**src/rtl/sfp_phy_link_supervisor.sv**
```systemverilog
// Per-channel SFP+ link supervisor: synchronises and debounces module status pins,
// sequences PHY reset against PLL lock and XCVR ready, retries with hold-off and locks out.
module sfp_phy_link_supervisor #(
  parameter int P_CHANNELS        = 1,
  parameter int P_DEBOUNCE_CYCLES = 1024,
  parameter int P_READY_TIMEOUT   = 65536,
  parameter int P_HOLDOFF_CYCLES  = 4096,
  parameter int P_RETRY_LIMIT     = 3
) (
  input  logic                                           i_clock,
  input  logic                                           i_reset,
  input  logic [P_CHANNELS-1:0]                          i_sfp_los,
  input  logic [P_CHANNELS-1:0]                          i_sfp_tx_fault,
  input  logic [P_CHANNELS-1:0]                          i_sfp_mod0_prsnt_n,
  input  logic                                           i_xcvr_pll_locked,
  input  logic [P_CHANNELS-1:0]                          i_phy_tx_ready,
  input  logic [P_CHANNELS-1:0]                          i_phy_rx_ready,
  input  logic [P_CHANNELS-1:0]                          i_fault_clear,
  output logic [P_CHANNELS-1:0]                          o_sfp_tx_disable,
  output logic [P_CHANNELS-1:0]                          o_phy_reset,
  output logic [P_CHANNELS-1:0]                          o_link_up,
  output logic [P_CHANNELS-1:0]                          o_fault_latched,
  output logic [P_CHANNELS*$clog2(P_RETRY_LIMIT+1)-1:0]  o_retry_count,
  output logic [P_CHANNELS*3-1:0]                        o_state
);
  localparam int RW = $clog2(P_RETRY_LIMIT + 1);
  localparam int DW = $clog2(P_DEBOUNCE_CYCLES + 1);
  localparam int TW = $clog2(P_READY_TIMEOUT + P_HOLDOFF_CYCLES);
  localparam logic [DW-1:0] DEB_MAX      = DW'(P_DEBOUNCE_CYCLES);
  localparam logic [TW-1:0] READY_LAST   = TW'(P_READY_TIMEOUT - 1);
  localparam logic [TW-1:0] HOLDOFF_LAST = TW'(P_HOLDOFF_CYCLES - 1);
  localparam logic [RW-1:0] RETRY_MAX    = RW'(P_RETRY_LIMIT);

  typedef enum logic [2:0] {
    ST_ABSENT   = 3'd0,
    ST_QUALIFY  = 3'd1,
    ST_PLL_WAIT = 3'd2,
    ST_PHY_WAIT = 3'd3,
    ST_LINK_UP  = 3'd4,
    ST_HOLDOFF  = 3'd5,
    ST_LOCKOUT  = 3'd6
  } state_t;

  for (genvar ch = 0; ch < P_CHANNELS; ch++) begin : g_ch
    logic [1:0]    los_sync, fault_sync, prsnt_sync;
    logic          los_s, fault_s, prsnt_n_s, good, deb_good;
    logic [DW-1:0] deb_cnt;
    state_t        state, state_next;
    logic [TW-1:0] timer, timer_next;
    logic [RW-1:0] retry, retry_next;
    logic          ready_timeout, holdoff_done, both_ready, counting;
    logic          tx_disable_q, phy_reset_q, link_up_q, fault_q;
    logic [RW-1:0] retry_q;
    logic [2:0]    state_q;

    assign los_s         = los_sync[1];
    assign fault_s       = fault_sync[1];
    assign prsnt_n_s     = prsnt_sync[1];
    assign good          = ~(los_s | fault_s | prsnt_n_s);
    // Gated by good so qualification drops in the very cycle a pin goes bad.
    assign deb_good      = good & (deb_cnt == DEB_MAX);
    assign ready_timeout = (timer == READY_LAST);
    assign holdoff_done  = (timer == HOLDOFF_LAST);
    assign both_ready    = i_phy_tx_ready[ch] & i_phy_rx_ready[ch];
    assign counting      = (state == ST_PLL_WAIT) | (state == ST_PHY_WAIT) | (state == ST_HOLDOFF);

    // Synchronisers preset to "absent / faulted / no signal" so reset is always safe.
    always_ff @(posedge i_clock or posedge i_reset) begin
      if (i_reset) begin
        los_sync   <= 2'b11;
        fault_sync <= 2'b11;
        prsnt_sync <= 2'b11;
        deb_cnt    <= '0;
      end else begin
        los_sync   <= {los_sync[0], i_sfp_los[ch]};
        fault_sync <= {fault_sync[0], i_sfp_tx_fault[ch]};
        prsnt_sync <= {prsnt_sync[0], i_sfp_mod0_prsnt_n[ch]};
        if (!good)
          deb_cnt <= '0;
        else if (deb_cnt != DEB_MAX)
          deb_cnt <= deb_cnt + DW'(1);
      end
    end

    always_ff @(posedge i_clock or posedge i_reset) begin
      if (i_reset) begin
        state <= ST_ABSENT;
        timer <= '0;
        retry <= '0;
      end else begin
        state <= state_next;
        timer <= timer_next;
        retry <= retry_next;
      end
    end

    always_comb begin
      state_next = state;
      retry_next = retry;
      if (prsnt_n_s && (state != ST_ABSENT)) begin
        state_next = ST_ABSENT;
        retry_next = '0;
      end else begin
        case (state)
          ST_ABSENT:   if (!prsnt_n_s) state_next = ST_QUALIFY;
          ST_QUALIFY:  if (deb_good) state_next = ST_PLL_WAIT;
          ST_PLL_WAIT: begin
            if (i_xcvr_pll_locked)  state_next = ST_PHY_WAIT;
            else if (ready_timeout) state_next = ST_HOLDOFF;
          end
          ST_PHY_WAIT: begin
            // Success is tested first so a ready arriving on the timeout cycle wins.
            if (both_ready)
              state_next = ST_LINK_UP;
            else if (!deb_good || !i_xcvr_pll_locked || ready_timeout)
              state_next = ST_HOLDOFF;
          end
          ST_LINK_UP: begin
            if (!deb_good || !i_xcvr_pll_locked || !both_ready) state_next = ST_HOLDOFF;
          end
          ST_HOLDOFF: begin
            if (holdoff_done) state_next = (retry < RETRY_MAX) ? ST_QUALIFY : ST_LOCKOUT;
          end
          ST_LOCKOUT: begin
            if (i_fault_clear[ch]) begin
              state_next = ST_ABSENT;
              retry_next = '0;
            end
          end
          default: state_next = ST_ABSENT;
        endcase
        if ((state_next == ST_HOLDOFF) && (state != ST_HOLDOFF) && (retry != RETRY_MAX))
          retry_next = retry + RW'(1);
        if ((state_next == ST_LINK_UP) && (state != ST_LINK_UP))
          retry_next = '0;
      end
      if (state_next != state)
        timer_next = '0;
      else if (counting)
        timer_next = timer + TW'(1);
      else
        timer_next = timer;
    end

    always_ff @(posedge i_clock or posedge i_reset) begin
      if (i_reset) begin
        tx_disable_q <= 1'b1;
        phy_reset_q  <= 1'b1;
        link_up_q    <= 1'b0;
        fault_q      <= 1'b0;
        retry_q      <= '0;
        state_q      <= 3'd0;
      end else begin
        tx_disable_q <= (state == ST_ABSENT) | (state == ST_HOLDOFF) | (state == ST_LOCKOUT);
        phy_reset_q  <= ~((state == ST_PHY_WAIT) | (state == ST_LINK_UP));
        link_up_q    <= (state == ST_LINK_UP);
        fault_q      <= (state == ST_LOCKOUT);
        retry_q      <= retry;
        state_q      <= state;
      end
    end

    assign o_sfp_tx_disable[ch]       = tx_disable_q;
    assign o_phy_reset[ch]            = phy_reset_q;
    assign o_link_up[ch]              = link_up_q;
    assign o_fault_latched[ch]        = fault_q;
    assign o_retry_count[ch*RW +: RW] = retry_q;
    assign o_state[ch*3 +: 3]         = state_q;
  end
endmodule

```
**config.mk**
```make
export PLATFORM = sky130hd
export DESIGN_NAME = sfp_phy_link_supervisor
export DESIGN_NICKNAME = d
export VERILOG_FILES = /design/src/rtl/sfp_phy_link_supervisor.sv
export SDC_FILE = /design/constraint.sdc
export NUM_CORES = 1
export LEC_CHECK = 0
export ABC_AREA = 1
export ABC_CLOCK_PERIOD_IN_PS = 4200
export CAP_MARGIN = 15
export CORE_UTILIZATION = 50
export DETAILED_ROUTE_END_ITERATION = 7
export PLACE_DENSITY = 0.79
export SYNTH_ARGS = -nofsm -noshare
export SYNTH_HDL_FRONTEND = slang
export SYNTH_SLANG_ARGS = --single-unit
```
**constraint.sdc**
```tcl
create_clock -name i_clock -period 4.2 [get_ports i_clock]
set_input_delay 0.84 -clock i_clock [delete_from_list [all_inputs] [get_ports i_clock]]
set_output_delay 0.84 -clock i_clock [all_outputs]
set_load 0.05 [all_outputs]
```
==> run_results.csv <==
group,metric,value,unit
critical_path,crit_top_cell,"inv_1",
power,ir_drop,0.166,mV
global_routing,antenna_found_initial,0,
drt,drtIter0Drc,135,
yosys,ys.flop_type,"dfrtp_1",
place,dpl.hpwl,3.05,mm
final_layout,fin_area,2800,um2
cts,cts_tree,"done",
critical_path,max_stage_delay,0.37,ns
power,p_leak,1.36,nW
hold_path,hp-class,"flip-flop to flip-flop",
critical_path,cp.arrival,2.63,ns
drt,wl_per_cell,10.9,um
final_layout,drive_above_1_share,13.7,%
yosys,synth_area,2470,um2
yosys,synthMostInstantiatedCell,"nand2_1",
hold_path,hold_depth,0,
yosys,synthCells,299,
cts,root_buffer,"clkbuf_8",
die,die_y,72.3,um
drt,ant_nets,0,
drt,vias_per_cell,4.89,
timing,worstMarginPinSlew,0.935,ns
yosys,yosysTopAreaCellShare,40.5,%
place,place.gp.congestion,0.926,
global_routing,grt_pass1_wl,7.35,mm
timing,finClkSkew,0.0127,ns
drt,drc,0,
timing,layout_setup_ws,1.75,ns
yosys,synth_cell_types,30,
drt,first_pass_iters,4,
die,core_area,4720,um2
critical_path,cp_max_fo,17,
place,io_buffers,17,
power,p_seq_share,49.9,%
timing,grt_setup_unrepaired,"false",
drt,vias,1896,
power,p_sw,0.323,mW
yosys,ys_seq_area_share,49.0,%
timing,finalSetupTns,0,ns
die,io_pins,18,
power,powerDensity,358,nW/um2
power,swShare,32.3,%
place,dpl_cell_area,2700,um2
yosys,synth_area_leaders,"dfrtp_1 41%, nand2_1 8.8%, dfstp_2 8.5%, inv_1 7.4%, nand3_1 5.1%",
power,p_int,0.677,mW
critical_path,cp-start-kind,"flip-flop",
place,place_ws,1.60,ns
flow_run,cap_violations,0,
critical_path,crit_chain,"ha_1 > inv_1 > nor2_2 > nand2_2 > nor3_1 > ha_1 > inv_1 > a21oi_1 > o22ai_1 > inv_1 > nand2_1 > inv_1 > nand3_1 > nand2_1 > nand2_1 > nand3_4 > nor2_1",
timing,finalHoldViolCount,0,
status,status,"finished, final reports clean",
timing,setup_viol,0,
cts,path_clk_slew,0.07,ns
cts,clk_latency,0.30,ns
power,p_comb_share,22.3,%
critical_path,cpMaxStageDelayCell,"dfrtp_1",
global_routing,first_global_vias,1754,
cts,cts_sinks,48,
yosys,syn_nets,313,
final_layout,final_util,59.2,%
timing,fin_crit,2.45,ns
die,die_w,72.3,um
yosys,synth_edf_count,0,
cts,post_cts_resized,0,
timing,maxSlewViolCount,0,
die,dieArea,5230,um2
yosys,ys_seq_elements,48,
yosys,yosysWarnings,0,
cts,clockBufferDepth,2,
critical_path,crit_cells,17,
global_routing,overflow,0,
global_routing,grt_max_degree,49,
yosys,syn-mean-instance-area,8.26,um2
critical_path,cp_data_required_time,4.37,ns
critical_path,path_delay_family,"simple AND/OR/NAND/NOR gates",
power,p_clk_share,27.8,%
power,total_power,1.00,mW
critical_path,setup.worst_path.class,"flip-flop to flip-flop",
die,start_util,52.3,%
timing,relSlewSlack,37.6,%
final_layout,syn2layout_area_growth,13.2,%
cts,cts_max_level,2,
final_layout,fillCellCount,423,
critical_path,crit_path_end_kind,"flip-flop",
cts,cts_buffers,5,
final_layout,diodes,0,
final_layout,fin_nets,334,
die,rows,25,
cts,post_cts_buffers,0,
yosys,synth_area_leader_cell,"dfrtp_1",
critical_path,cp.buffers_inverters,4,
cts,hold_buffers,0,
global_routing,track_usage,18.4,%
drt,detail_route.wirelength,4.22,mm
critical_path,r2r.worst_path.cells,17,
yosys,ys_top_cells_by_count,"58 x nand2_1, 49 x inv_1, 40 x dfrtp_1, 31 x nor2_1, 25 x nand3_1",
timing,max_freq,407,MHz
timing,fin_crit_sh,58.4,%
yosys,synthArstFlopShare,100,%
==> cell type report <==
class                   count  area, um2  share of cell area (%)
flip-flops and latches     48       1210                    43.3
well taps                  67       83.8                    3.00
clock buffers               6       82.6                    2.95
clock inverters             2       10.0                   0.358
multi-input cells         196       1040                    37.2
repair buffers             18        178                    6.36
inverters                  51        191                    6.85
==> cell families after synthesis <==
kind of cell | share of synthesized area [%]
AO/OA/AOI/OAI | 5.62
XOR/XNOR | 4.96
adder cells (fa/ha/maj) | 2.53
buffers and inverters | 8.92
flip-flops | 49.0
multiplexers | 0.405
AND/OR/NAND/NOR | 28.5
==> path summary, 6_finish.rpt <==
path	end	slack, ns	startpoint
min reg2reg	g_ch[0].los_sync[1]	0.36	g_ch[0].los_sync[0]
min	g_ch[0].los_sync[1]	0.36	g_ch[0].los_sync[0]
max in group asynchronous	g_ch[0].timer[0]	2.55	i_reset
max reg2reg	g_ch[0].timer[1]	1.75	g_ch[0].timer[1]
min in group asynchronous	g_ch[0].deb_cnt[5]	1.07	i_reset
max	g_ch[0].timer[1]	1.75	g_ch[0].timer[1]
==> power by group through the flow <==
stage / Sequential (mW) / Clock (mW) / Combinational (mW)
3_3_place_gp: 0.509 / 0 / 0.222
5_1_grt: 0.500 / 0.304 / 0.248
3_5_place_dp: 0.507 / 0 / 0.226
4_1_cts: 0.499 / 0.287 / 0.225
6_report: 0.499 / 0.278 / 0.223
2_1_floorplan: 0.542 / 0 / 0.149
==> worst register-to-register path, stage by stage, from the launching register on <==
cell	delay, ns
dfrtp_1	0.37
ha_1	0.17
inv_1	0.05
nor2_2	0.13
nand2_2	0.09
nor3_1	0.25
ha_1	0.26
inv_1	0.07
a21oi_1	0.13
o22ai_1	0.08
inv_1	0.05
nand2_1	0.05
inv_1	0.04
nand3_1	0.07
nand2_1	0.10
nand2_1	0.09
nand3_4	0.25
nor2_1	0.08
==> registers in the layout, indices dropped and copies added (netlist names) <==
name / count
o_fault_latched: 1
o_retry_count: 2
g_ch.los_sync: 2
g_ch.fault_sync: 2
g_ch.deb_cnt: 11
g_ch.retry: 2
o_state: 3
g_ch.timer: 17
o_phy_reset: 1
g_ch.state: 3
g_ch.prsnt_sync: 2
o_sfp_tx_disable: 1
o_link_up: 1
==> per-stage QoR <==
| stage | hold WS (ns) | cells |
|---|---|---|
| global route | 0.363 | 388 |
| finish | 0.359 | 388 |
| global placement | 0.347 | 380 |
| floorplan | 0.345 | 299 |
| CTS | 0.360 | 388 |
| detailed placement | 0.347 | 380 |
==> metal layers <==
| metal | wire length [um] | track usage [%] | up-vias | part of all wire, % |
|---|---|---|---|---|
| met1 | 2030 | 23.3 | 879 | 48 |
| met3 | 147 | 4.58 | 7 | 3.5 |
| li1 | - | - | 973 | - |
| met5 | 0 | 0 | - | 0 |
| met4 | 70 | 7.41 | 0 | 1.7 |
| met2 | 1980 | 30.3 | 37 | 47 |
==> placed cells by master, fill, tap and decap left out, drive strengths merged, types with 2 or more instances in the layout <==
cell | Yosys | layout
inv | 51 | 51
clkbuf | 0 | 6
o21ai | 8 | 8
dfstp | 8 | 8
clkdlybuf4s50 | 0 | 17
nand3 | 27 | 27
a31oi | 2 | 2
xnor2 | 3 | 3
nand4 | 4 | 4
nor2 | 45 | 45
nand2 | 65 | 65
a21oi | 10 | 10
nor3 | 9 | 9
ha | 5 | 5
dfrtp | 40 | 40
clkinv | 0 | 2
xor2 | 11 | 11
Power figures use the tool's default switching activity.
